[config.mk]
export PLATFORM = sky130hd
export DESIGN_NAME = register_set
export DESIGN_NICKNAME = d
export VERILOG_FILES = /design/src/rtl/register_set.sv
export SDC_FILE = /design/constraint.sdc
export NUM_CORES = 1
export LEC_CHECK = 0
export ABC_AREA = 1
export BUFFER_PORTS_ARGS = -buffer_cell sky130_fd_sc_hd__clkbuf_2
export CAP_MARGIN = 25
export CORE_MARGIN = 4
export CORE_UTILIZATION = 30
export CTS_CLUSTER_SIZE = 40
export DETAILED_ROUTE_END_ITERATION = 16
export PLACE_DENSITY_LB_ADDON = 0.25
export SYNTH_ARGS = -nofsm -noshare
export SYNTH_HDL_FRONTEND = slang
export SYNTH_SLANG_ARGS = --single-unit
[constraint.sdc]
create_clock -name clk -period 3.2 [get_ports clk]
set_input_delay 0.64 -clock clk [delete_from_list [all_inputs] [get_ports clk]]
set_output_delay 0.64 -clock clk [all_outputs]
set_load 0.1 [all_outputs]
[src/rtl/register_set.sv]
// register_set: 16 x 32 general-purpose register file.
// Two combinational read ports, one synchronous write port.
module register_set #(
  parameter int DATA_WIDTH = 32,
  parameter int ADDR_WIDTH = 4
) (
  input  logic                  clk,
  input  logic                  reset,
  input  logic                  writeEnable,
  input  logic [ADDR_WIDTH-1:0] readAddress1,
  input  logic [ADDR_WIDTH-1:0] readAddress2,
  input  logic [ADDR_WIDTH-1:0] writeAddress,
  input  logic [DATA_WIDTH-1:0] writeData,
  output logic [DATA_WIDTH-1:0] readData1,
  output logic [DATA_WIDTH-1:0] readData2
);

  localparam int DEPTH = 2 ** ADDR_WIDTH;

  logic [DATA_WIDTH-1:0] regs [DEPTH];

  // Reset clears all entries and drops any same-cycle write.
  always_ff @(posedge clk) begin
    if (reset) begin
      for (int i = 0; i < DEPTH; i++) begin
        regs[i] <= '0;
      end
    end else if (writeEnable) begin
      regs[writeAddress] <= writeData;
    end
  end

  // Reads see stored state only; a pending write is not forwarded.
  always_comb begin
    readData1 = regs[readAddress1];
    readData2 = regs[readAddress2];
  end

endmodule

======== After elaboration in Yosys (flattened, before gate mapping) ========
Memories as Yosys holds them, arrays and structs flattened.
Index checks and enable logic that the tools add are counted.
word-level totals
  output and inout port bits .............. 64
  memories kept ........................... 1
  bits of input ports ..................... 47
  memory bits (writable) .................. 512
  register bits after elaboration ......... 0
cells by class
  reductions and logical operators ........ 1
  muxes and demuxes ....................... 8
memories
  name  depth  bits a word  read ports  clocked after Yosys merged registers in  write ports  line  RTL
  regs  16     32           2           0                                        16           20    logic [DATA_WIDTH-1:0] regs [DEPTH];
operators by type and width
  kind                 number
  two-way mux 32 bit   1
  OR reduction 32 bit  1
  two-way mux 1 bit    6
  two-way mux 4 bit    1

======== Depth between registers and ports, before layout ========
  word-level depth ........................ 5
  depth in mapped cells ................... 9

======== Worst setup path after synthesis ========
OpenSTA, ideal clock, no wires.
  path kind ............................... input-to-output
  from .................................... input port readAddress2[0]
  to ...................................... output port readData2[16]
  stages .................................. 9
  path slack .............................. 0.517 ns
  arrival time ............................ 2.043 ns
  path through ............................ buf_2 > inv_1 > buf_2 > buf_2 > nand2_1 > nand3_1 > nand3_1 > nand3_1 > nand2_1
on the way
  word-level cells in the longest chain between the ends .. 1
ends and longest elaborated chain
  item                       line  RTL
  from (decl)                11    input logic [ADDR_WIDTH-1:0] readAddress2,
  memory read (16 x 32 bit)  -
  to (decl)                  15    output logic [DATA_WIDTH-1:0] readData2
No other way between the ends.

======== Worst setup path in the final report ========
  from .................................... input port readAddress2[0]
  to ...................................... output port readData2[8]
The elaborated chain is that of the path after synthesis.

==> out/metrics.cfg <==
[floorplanning]
num_rows=115
die_x_um=323
io_pins=111
die-height_um=323
core_area_sq_um=98400
start_util_pct=30.2
die_area_sq_um=104000

[cells_and_area]
fin_util_pct=35.1
final_common_cell=nand2_1
regMostFlops=regs
fin_cells=5214
largest_reg_flops=512
drive_gt1_share_pct=8.56
final_cell_mix=nand2_1, nand3_1, inv_1
largestRegisters=regs: 512 flops
nets=3932
design_area_sq_um=34500
syn_to_final_growth_pct=16.0

[routing]
final_antenna_net_count=0
post_drt_wl_per_cell_um=21.7
drtPass1Iterations=6
via_per_inst=5.05
drc=0
first_iter_violations=2787
vias=26340
routed_wl_um=113000

[critical_path]
cp.arrival_ns=2.15
crit_path_max_fanout=51
endpoint_kind=primary output
crit_path_start_kind=input port
max_stage_delay_ns=0.29
crit_required_ns=2.56
cp-startpoint=readAddress2[0]
cp_common_cell=nand3_1
crit_type=input port to primary output
endpoint=readData2[8]
path_cells=buf_8 -> inv_8 -> buf_12 -> nand2_1 -> nand3_1 -> nand3_1 -> nand3_1 -> nand2_1 -> buf_12
slowest_stage=buf_12

[worst_hold_path]
min-delay-start=writeData[26]
hold_path.class=input port to flop

[global_routing]
grt_overflow_total=0
top_usage_layer=met2
met2_usage_pct=36.0
use_met3_pct=3.50
grt_pass1_wl_um=165000
met1_usage_pct=27.8
antenna_found_initial=3
grt_pass1_vias=25056
track_usage_pct=21.3
grt_max_degree=114

[yosys]
yosysWarnings=0
netlist_area_sq_um=29700
synth_cell_types=12
ys_ff_latch=512
synth_nets=3945
syn-mean-instance-area_sq_um=7.63
syn-instance-count=3898
netlist_top_cells_area=edfxtp_1, nand3_1, nand2_1
yosys.area.top_type=edfxtp_1
synth_top_area_share_pct=51.7
yosysSeqAreaShare_pct=51.7

[power_and_ir_drop]
p_leak_uw=0.0158
power_frac_comb_pct=20.2
ir_drop_uv=436
seq_power_share_pct=43.8
clockPowerShare_pct=36.0
p_total_uw=17900
swShare_pct=30.8
p_per_area_nw_per_um2=519
p_int_uw=12400
p_switching_uw=5520

[cts]
clk_path_buf_depth=3
postCtsSetupRepairBufs=0
cts_tree=built
cts_resized=0
cts_sinks=512
path_clk_slew_ns=0.06
cts_made_buffers=59
h-tree-depth=2
clockRootBuffer=clkbuf_16
hold_buffers=0

[sta]
min_period_over_period_pct=87.1
drv_slew=0
worstMarginPinSlew_ns=0.746
max_freq_ghz=0.359
relSlewSlack_pct=50.3
tns_ns=0
min_period_ns=2.79
rsz0062_at_grt=false
setup_violations=0
hold_viol=0

[place]
dp.cells=5111
placed_area_sq_um=32800
gp_congestion=0.817
io_buffers=110
dpl.hpwl_um=62400

[outcome]
status=finished clean

[job]
maxCapViolCount=0

## metal layers
layer	vias to the layer above	part of all wire (%)
li1	12314	-
met1	12460	40
met2	1359	47
met3	207	8.8
met4	0	3.2
met5	-	0
## cell type report
type / count / area, sq um
Fill cell: 10215 / 63900
Sequential cell: 512 / 15400
Multi-Input combinational cell: 2537 / 10700
Timing Repair Buffer: 217 / 2900
Inverter: 558 / 2120
Tap cell: 1287 / 1610
Clock buffer: 78 / 1590
Clock inverter: 24 / 159
Antenna cell: 1 / 2.50
## cells by family after synthesis
logic type             after synthesis  share of synthesized area, %
flip-flops                         512                          51.7
buffers and inverters              849                          12.4
AND/OR/NAND/NOR                   2537                          35.9
## through the flow
stage	setup WS (ns)	hold WS [ns]
after floorplan	0.517	0.916
after global placement	0.407	1.20
after detailed placement	0.407	1.20
after CTS	0.403	0.542
after global routing	0.293	0.594
final	0.414	0.562
## critical path: cells and delay by family
| family | cells | cell delay (ns) |
|---|---|---|
| buffers and inverters | 4 | 0.91 |
| and+or+nand+nor | 5 | 0.54 |
## cell usage after synthesis (all sizes together)
master / count
nand2: 1122
nand3: 896
inv: 558
nor2: 515
edfxtp: 512
buf: 212
clkbuf: 79
nor3: 4
## power by group through the flow
| stage | clock, uW | combinational [uW] | sequential, uW |
|---|---|---|---|
| 5_1_grt | 6810 | 3860 | 7880 |
| 4_1_cts | 6560 | 3620 | 7850 |
| 3_3_place_gp | 0 | 3610 | 7980 |
| 2_1_floorplan | 0 | 2230 | 7970 |
| 6_report | 6450 | 3620 | 7850 |
| 3_5_place_dp | 0 | 3610 | 7990 |
## how the worst min path moves through the flow
stage	cells after the start	slack, ns	endpoint
final	3	0.56	regs[1][26]$_SDFFCE_PN0P_
after global routing	3	0.59	regs[9][26]$_SDFFCE_PN0P_
after CTS	3	0.54	regs[10][26]$_SDFFCE_PN0P_
after detailed placement	3	1.20	regs[12][26]$_SDFFCE_PN0P_
after global placement	3	1.20	regs[9][26]$_SDFFCE_PN0P_
after floorplan	2	0.92	regs[0][10]$_SDFFCE_PN0P_
Power figures use the tool's default switching activity.
